File: src/rtl/lsu_mem_ctrl_pkg.sv
// ============================================================================
// Module      : lsu_mem_ctrl_pkg
// Description : Shared constants for the MEM-stage load/store controller.
// Revision    : 1.0 - initial release
// ============================================================================
`default_nettype none

package lsu_mem_ctrl_pkg;

    localparam int unsigned ARCH_DEFAULT = 32;

    localparam logic [6:0] IMM_LOAD = 7'b0000011;
    localparam logic [6:0] STORE    = 7'b0100011;

    localparam logic [2:0] F3_B  = 3'd0;
    localparam logic [2:0] F3_H  = 3'd1;
    localparam logic [2:0] F3_W  = 3'd2;
    localparam logic [2:0] F3_BU = 3'd4;
    localparam logic [2:0] F3_HU = 3'd5;

    typedef logic [1:0] lsu_state_t;
    localparam lsu_state_t IDLE    = 2'd0;
    localparam lsu_state_t REQ     = 2'd1;
    localparam lsu_state_t WAIT_RD = 2'd2;

    function automatic logic is_ldst(input logic [6:0] op);
        return (op == IMM_LOAD) || (op == STORE);
    endfunction

endpackage

`default_nettype wire

File: src/rtl/lsu_mem_ctrl_lane_gen.sv
// ============================================================================
// Module      : lsu_mem_ctrl_lane_gen
// Description : Byte enables, lane-replicated store data and legality flag.
// Revision    : 1.0 - initial release
// ============================================================================
`default_nettype none

module lsu_mem_ctrl_lane_gen
    import lsu_mem_ctrl_pkg::*;
#(
    parameter int ARCH   = 32,
    parameter int NBYTES = ARCH / 8
) (
    input  logic [2:0]        func3_in,
    input  logic [1:0]        off_in,
    input  logic              is_store_in,
    input  logic [ARCH-1:0]   data_in,
    output logic [NBYTES-1:0] be_out,
    output logic [ARCH-1:0]   wdata_out,
    output logic              legal_out
);

    localparam logic [NBYTES-1:0] c_be_byte = {{(NBYTES-1){1'b0}}, 1'b1};
    localparam logic [NBYTES-1:0] c_be_half = {{(NBYTES-2){1'b0}}, 2'b11};

    always_comb begin
        be_out    = '0;
        wdata_out = data_in;
        legal_out = 1'b0;
        case (func3_in)
            F3_B, F3_BU: begin
                // Unsigned variants exist only for loads
                legal_out = (func3_in == F3_B) || !is_store_in;
                be_out    = c_be_byte << off_in;
                wdata_out = {NBYTES{data_in[7:0]}};
            end
            F3_H, F3_HU: begin
                legal_out = !off_in[0] && ((func3_in == F3_H) || !is_store_in);
                be_out    = c_be_half << off_in;
                wdata_out = {(NBYTES/2){data_in[15:0]}};
            end
            F3_W: begin
                legal_out = (off_in == 2'd0);
                be_out    = '1;
                wdata_out = data_in;
            end
            default: begin
                legal_out = 1'b0;
            end
        endcase
    end

endmodule

`default_nettype wire

File: src/rtl/lsu_mem_ctrl.sv
// ============================================================================
// Module      : lsu_mem_ctrl
// Description : MEM-stage load/store controller driving a req/gnt/rvalid port.
// Revision    : 1.0 - initial release
// ============================================================================
`default_nettype none

module lsu_mem_ctrl
    import lsu_mem_ctrl_pkg::*;
#(
    parameter int ARCH   = 32,
    parameter int NBYTES = ARCH / 8
) (
    input  logic              clk_in,
    input  logic              rstn_in,
    input  logic              valid_in,
    output logic              ready_out,
    input  logic [6:0]        op_code_in,
    input  logic [2:0]        func3_in,
    input  logic [ARCH-1:0]   addr_in,
    input  logic [ARCH-1:0]   st_data_in,
    output logic              mem_req_out,
    output logic              mem_we_out,
    output logic [NBYTES-1:0] mem_be_out,
    output logic [ARCH-1:0]   mem_addr_out,
    output logic [ARCH-1:0]   mem_wdata_out,
    input  logic              mem_gnt_in,
    input  logic              mem_rvalid_in,
    input  logic [ARCH-1:0]   mem_rdata_in,
    output logic [ARCH-1:0]   ld_data_out,
    output logic              ld_valid_out,
    output logic              err_out,
    output logic              stall_out
);

    lsu_state_t        state_q, state_d;
    logic              req_q, req_d;
    logic              we_q, we_d;
    logic [NBYTES-1:0] be_q, be_d;
    logic [ARCH-1:0]   addr_q, addr_d;
    logic [ARCH-1:0]   wdata_q, wdata_d;
    logic [1:0]        off_q, off_d;
    logic [ARCH-1:0]   ld_data_q, ld_data_d;
    logic              ld_valid_q, ld_valid_d;
    logic              err_q, err_d;

    logic              w_is_ldst;
    logic              w_is_store;
    logic              w_accept;
    logic [NBYTES-1:0] w_be;
    logic [ARCH-1:0]   w_wdata;
    logic              w_legal;

    assign w_is_ldst  = is_ldst(op_code_in);
    assign w_is_store = (op_code_in == STORE);
    assign ready_out  = (state_q == IDLE);
    assign w_accept   = valid_in && ready_out && w_is_ldst;
    assign stall_out  = (valid_in && w_is_ldst && !ready_out) || (state_q != IDLE);

    lsu_mem_ctrl_lane_gen #(
        .ARCH   (ARCH),
        .NBYTES (NBYTES)
    ) u_lane_gen (
        .func3_in    (func3_in),
        .off_in      (addr_in[1:0]),
        .is_store_in (w_is_store),
        .data_in     (st_data_in),
        .be_out      (w_be),
        .wdata_out   (w_wdata),
        .legal_out   (w_legal)
    );

    always_comb begin
        state_d    = state_q;
        req_d      = req_q;
        we_d       = we_q;
        be_d       = be_q;
        addr_d     = addr_q;
        wdata_d    = wdata_q;
        off_d      = off_q;
        ld_data_d  = ld_data_q;
        ld_valid_d = 1'b0;
        err_d      = 1'b0;
        case (state_q)
            IDLE: begin
                if (w_accept) begin
                    if (w_legal) begin
                        state_d = REQ;
                        req_d   = 1'b1;
                        we_d    = w_is_store;
                        be_d    = w_be;
                        addr_d  = {addr_in[ARCH-1:2], 2'b00};
                        wdata_d = w_wdata;
                        off_d   = addr_in[1:0];
                    end else begin
                        err_d = 1'b1;
                    end
                end
            end
            REQ: begin
                // Memory outputs stay frozen until the grant; rvalid here is ignored
                if (mem_gnt_in) begin
                    req_d   = 1'b0;
                    state_d = we_q ? IDLE : WAIT_RD;
                end
            end
            WAIT_RD: begin
                if (mem_rvalid_in) begin
                    ld_data_d  = mem_rdata_in >> {off_q, 3'b000};
                    ld_valid_d = 1'b1;
                    state_d    = IDLE;
                end
            end
            default: begin
                state_d = IDLE;
                req_d   = 1'b0;
            end
        endcase
    end

    always_ff @(posedge clk_in or negedge rstn_in) begin
        if (!rstn_in) begin
            state_q    <= IDLE;
            req_q      <= 1'b0;
            we_q       <= 1'b0;
            be_q       <= '0;
            addr_q     <= '0;
            wdata_q    <= '0;
            off_q      <= '0;
            ld_data_q  <= '0;
            ld_valid_q <= 1'b0;
            err_q      <= 1'b0;
        end else begin
            state_q    <= state_d;
            req_q      <= req_d;
            we_q       <= we_d;
            be_q       <= be_d;
            addr_q     <= addr_d;
            wdata_q    <= wdata_d;
            off_q      <= off_d;
            ld_data_q  <= ld_data_d;
            ld_valid_q <= ld_valid_d;
            err_q      <= err_d;
        end
    end

    assign mem_req_out   = req_q;
    assign mem_we_out    = we_q;
    assign mem_be_out    = be_q;
    assign mem_addr_out  = addr_q;
    assign mem_wdata_out = wdata_q;
    assign ld_data_out   = ld_data_q;
    assign ld_valid_out  = ld_valid_q;
    assign err_out       = err_q;

endmodule

`default_nettype wire

File: config.mk
export PLATFORM = sky130hd
export DESIGN_NAME = lsu_mem_ctrl
export DESIGN_NICKNAME = d
export VERILOG_FILES = /design/src/rtl/lsu_mem_ctrl_pkg.sv /design/src/rtl/lsu_mem_ctrl_lane_gen.sv /design/src/rtl/lsu_mem_ctrl.sv
export SDC_FILE = /design/constraint.sdc
export NUM_CORES = 1
export LEC_CHECK = 0
export ABC_CLOCK_PERIOD_IN_PS = 3320
export BUFFER_PORTS_ARGS = -buffer_cell sky130_fd_sc_hd__buf_4
export CAP_MARGIN = 25
export CORE_MARGIN = 2
export CORE_UTILIZATION = 25
export CTS_CLUSTER_DIAMETER = 50
export DETAILED_ROUTE_END_ITERATION = 8
export PLACE_DENSITY = 0.58
export SLEW_MARGIN = 20
export SYNTH_ARGS = -nofsm -noshare
export SYNTH_HDL_FRONTEND = slang
export SYNTH_SLANG_ARGS = --single-unit
File: constraint.sdc
create_clock -name clk_in -period 3.32 [get_ports clk_in]
set_input_delay 0.332 -clock clk_in [delete_from_list [all_inputs] [get_ports clk_in]]
set_output_delay 0.332 -clock clk_in [all_outputs]
set_load 0.1 [all_outputs]
; Yosys cells after proc, flatten, opt, wreduce, memory -nomap -nowiden
; Cells that the tools add are included.
[word_totals]
ff_bits = 106
in_bits = 111
output_inout_bits = 106
elab_cells = 66
[classes]
n_eq_ne = 12
shift = 3
mux = 18
n_bitwise = 1
n_reduce_logical = 22
[op_table]
columns = operator, n
row1 = $pmux 32 s2, 1
row2 = $shr 32x5->32, 1
row3 = $pmux 4 s3, 1
row4 = $mux 2, 5
row5 = $mux 1, 8
row6 = $reduce_and 4->1, 2
row7 = $eq 7x2->1 const B, 1
row8 = $eq 7x6->1 const B, 1
row9 = $eq 3x3->1 const B, 2
row10 = $pmux 1 s3, 2
row11 = $pmux 2 s3, 1
row12 = $logic_and 1x1->1, 5
row13 = $logic_not 2->1, 2
row14 = $logic_or 1x1->1, 4
row15 = $ne 2x1->1 const B, 2
row16 = $ne 2x2->1 const B, 2
row17 = $reduce_or 2->1, 2
row18 = $shl 1x2->4 const A, 1
row19 = $shl 2x2->4 const A, 1
row20 = $eq 3x1->1 const B, 1
row21 = $eq 3x2->1 const B, 1
row22 = $logic_not 1->1, 3
row23 = $logic_not 3->1, 1
row24 = $reduce_and 3->1, 1
row25 = other kinds (5), 5

; Depth between registers and ports, before layout
[logic_depth]
ltp_word = 8
mapped_depth = 7

; Modules after synthesis
; A second synthesis with hierarchy kept.
[unflattened]
cells_unflattened = 388
area_unflattened_um2 = 5343.9
[modules_own_cells]
columns = module, instances, cells_per_inst, area_per_inst_um2, seq_area_each_um2
row1 = lsu_mem_ctrl, 1, 324, 4818.4, 2652.5
row2 = lsu_mem_ctrl_lane_gen, 1, 64, 525.5, 0.0

; Worst setup path before layout
; Ideal clock, no wire load.
[synth_timing]
kind = register to output
startpoint = register state_q[1]
endpoint = output port stall_out
t_arrival_ns = 2.808
required_time_ns = 2.988
path_slack_ns = 0.180
stages_incl_launch_ff = 3
n_path_buf = 0
path_cell_list = dfrtp_1 -> nor2_1 -> inv_1
[synth_via]
elab_chain_len = 4
word_cells_on_any_way = 5
[synth_lines]
columns = item, line
row1 = start: declaration, lsu_mem_ctrl.sv:36  ; lsu_state_t state_q, state_d;
row2 = start signal: assignment, lsu_mem_ctrl.sv:134  ; state_q <= state_d;
row3 = $logic_not 2->1, lsu_mem_ctrl.sv:56  ; assign ready_out = (state_q == IDLE);
row4 = named net ready_out, lsu_mem_ctrl.sv:17  ; output logic ready_out,
row5 = $logic_not 1->1, lsu_mem_ctrl.sv:58  ; assign stall_out = (valid_in && w_is_ldst && !ready_out) || (state_q != IDLE);
row6 = $logic_and 1x1->1, lsu_mem_ctrl.sv:58
row7 = $logic_or 1x1->1, lsu_mem_ctrl.sv:58
row8 = end: declaration, lsu_mem_ctrl.sv:33  ; output logic stall_out
; The timed path passes the listed nets, and every way through them passes these cells.

; Worst setup path after layout
[layout_timing]
startpoint = register off_q[1]
endpoint = register ld_data_q[1] (netlist: ld_data_out[1])
[layout_via]
elab_chain_len = 1
[layout_lines]
columns = item, line
row1 = start: declaration, lsu_mem_ctrl.sv:42  ; logic [1:0] off_q, off_d;
row2 = start signal: assignment, lsu_mem_ctrl.sv:129  ; off_q <= '0;
row3 = start signal: assignment, lsu_mem_ctrl.sv:140  ; off_q <= off_d;
row4 = $shr 32x5->32, lsu_mem_ctrl.sv:109  ; ld_data_d = mem_rdata_in >> {off_q, 3'b000};
row5 = end signal: assignment, lsu_mem_ctrl.sv:141  ; ld_data_q <= ld_data_d;
row6 = end: declaration, lsu_mem_ctrl.sv:43  ; logic [ARCH-1:0] ld_data_q, ld_data_d;
; No other way between the ends.
; A chain may end at the register's enable or synchronous reset.

==> out/results.tsv <==
metric	value	unit
Seq/Total Area, Yosys	0.5532	
Arr. time, crit path	2.38	ns
Final GP Congestion	0.7957	
GRT Total Usage	0.1340	
Final nets	745	
dominant cells by area after synthesis	dfrtp_1, mux2_1, mux2i_1, nand2_1, o21ai_0	
clock power share	0.308	
crit-path max cell delay	0.98	ns
RSZ-0062 raised after global routing	no	
CP max FO	25	
Max VDD drop	0.2240	mV
clk_lat worst skew	0.35	ns
DIE AREA	0.02030	sq mm
post-CTS setup buffer count	0	
# port buffers	214	
number of global-route vias before repair	4155	
largest area contributor in the netlist	dfrtp_1	
Psw	0.001381	W
max-slew violation count	0	
Avg Cell Area, Syn	11.12	sq um
Die X	142.5	microns
count leader, synth	dfrtp_1	
WL final	13540	microns
CTS Sinks	106	
routed wire length per instance	15.51	microns
CTS Buf Count	9	
H-tree Lvls	3	
Comb pwr share	0.302	
Worst Hold Class	input pin to flip-flop	
CP required	3.55	ns
CTS max path bufs	2	
1st-iter DRT viols	174	
library cells used by synthesis	28	
Via Count	3976	
Net Sw Frac	0.3770	
Clock Skew	0.009091	ns
Core Util, Final	0.3694	
min cycle time layout	2.141	ns
global-route wire length before repair	21490	microns
Syn Std Cell Area	0.004795	sq mm
num rows	50	
CTS tree	yes	
Residual DRC	0	
Seq pwr share	0.390	
Worst-Margin Slew	0.9733	ns
Seq cells post-synth	106	
Initial Utilization	0.2555	
Final Cycle Share	0.6447	
Post-synth ARST share	1.000	
outcome	completed	
pin count of the biggest net entering global routing	100	
Setup TNS	0	ns
Top FF cell, synth	dfrtp_1	
Cell Pwr Density	528.4	mW/mm^2
CTS Root Buffer Type	clkbuf_16	
final setup vio count	0	
CP max-delay cell	dfrtp_1	
mean number of vias per cell	4.554	
hold depth	2	
Crit. End Element	flip-flop	
I/O pin cnt	217	
overflow left after global routing	0	
hpwl dp	10120	microns
Pre-antenna DRT Iters	6	
Static Leakage	3.582	nW
crit path launch type	flip-flop	
Worst-path clk slew	0.07	ns
CP cell instances	buf_4, nor2b_1, a211oi_1, a21oi_1, mux2_2	
top-area cell type share of the netlist area	0.5532	
Final Hold Viols	0	
Rel. slew slack	0.3511	
Worst Path Class, Setup	flip-flop to flip-flop	
Ys Warns	0	
Synth Instances	431	
Pint	0.002282	W
worst-case reg-to-reg path depth	5	
max cap viols	0	
die height	142.5	microns
initial antenna violation count	0	
Routed Antenna Nets	0	
Layout area overhead	44.60	%
most instantiated cells after synthesis	dfrtp_1, nand2_1, mux2_1, mux2i_1, o21ai_0	
share of cells above drive strength 1	0.3912	
core footprint	0.01877	sq mm
ant diodes	0	
number of flops mapped to enable cells by yosys	0	
FMAX	467.2	MHz
==> power groups by stage <==
stage / sequential (W) / combinational (W) / clock (W)
after floorplan: 0.00205 / 0.000180 / 0
after global placement: 0.00145 / 0.00111 / 0
after detailed placement: 0.00145 / 0.00111 / 0
after CTS: 0.00143 / 0.00112 / 0.00117
after global routing: 0.00144 / 0.00116 / 0.00123
final: 0.00143 / 0.00111 / 0.00113
==> critical path, delay by kind of cell, from the launching register on <==
| family | cells | cell delay (ns) |
|---|---|---|
| AND/OR/NAND/NOR | 1 | 0.08 |
| flip-flops | 1 | 0.98 |
| AO/OA/AOI/OAI | 2 | 0.36 |
| multiplexers | 1 | 0.28 |
| buffers and inverters | 1 | 0.32 |
==> routing by layer <==
metal | GRT usage | vias up | wire length, microns
li1 | - | 1898 | -
met1 | 0.1671 | 1905 | 5794
met2 | 0.2237 | 157 | 6503
met3 | 0.03970 | 16 | 1054
met4 | 0.04169 | 0 | 184
met5 | 0 | - | 0
==> layout make-up <==
type	instances	area, sq um
Clock buffer	11	252.7
Clock inverter	5	61.31
Fill cell	1878	11840
Inverter	4	15.01
Multi-Input combinational cell	291	1969
Sequential cell	106	2653
Tap cell	234	292.8
Timing Repair Buffer	222	1689
==> logic make-up after synthesis <==
| family | synth area share |
|---|---|
| simple gates | 0.09969 |
| flops | 0.5532 |
| compound gates | 0.1088 |
| mux | 0.2007 |
| buf+inv | 0.03679 |
| other cells | 0.0007821 |
==> what timing repair did <==
item	CTS	global route
gates resized for setup	0	0
hold buffers	1	0
endpoints found under the hold margin	2	0
==> state kept, by name, summed over array words and instances, names as in the netlist <==
signal	count
mem_we_out	1
state_q	2
mem_be_out	4
off_q	2
err_out	1
ld_valid_out	1
mem_addr_out	30
mem_wdata_out	32
ld_data_out	32
mem_req_out	1
==> per-stage QoR <==
stage | worst slack (ns) | instance area, sq um | hold slack, ns | std cells | total power [W]
floorplan | 0.1798 | 4798 | 0.03641 | 432 | 0.002226
global placement | 1.024 | 6581 | 0.3655 | 855 | 0.002555
detailed placement | 0.9474 | 6581 | 0.3835 | 855 | 0.002569
CTS | 1.198 | 6905 | 0.1713 | 872 | 0.003720
global route | 1.077 | 6933 | 0.1750 | 873 | 0.003827
finish | 1.179 | 6933 | 0.1917 | 873 | 0.003664
==> cells in the final DEF (no fill, tap or decap) <==
cell type,instances
buf_4,220
dfrtp_1,106
nand2_1,64
mux2i_1,41
mux2_1,41
o21ai_0,37
a21oi_1,27
nor2_1,25
nor2b_1,10
clkbuf_16,9
o31ai_1,8
a211oi_1,8
mux2_2,8
o21ai_1,8
nor3_1,4
inv_1,3
nand3b_1,2
conb_1,2
clkbuf_8,2
clkinv_4,2
inv_2,1
nor4_4,1
a221oi_2,1
and4bb_2,1
nor3b_1,1
nand3_1,1
o2111ai_4,1
bufinv_16,1
inv_6,1
clkinv_2,1
dlygate4sd3_1,1
buf_16,1
==> path summary, 6_finish.rpt <==
kind	from	to	slack, ns
max	off_q[1]	ld_data_out[1]	1.18
min	addr_in[31]	mem_addr_out[31]	0.19
max reg2reg	off_q[1]	ld_data_out[1]	1.18
min reg2reg	ld_data_out[18]	ld_data_out[18]	0.48
max in group asynchronous	rstn_in	mem_addr_out[4]	1.89
min in group asynchronous	rstn_in	mem_wdata_out[24]	0.54
(Power assumes the default switching activity.)
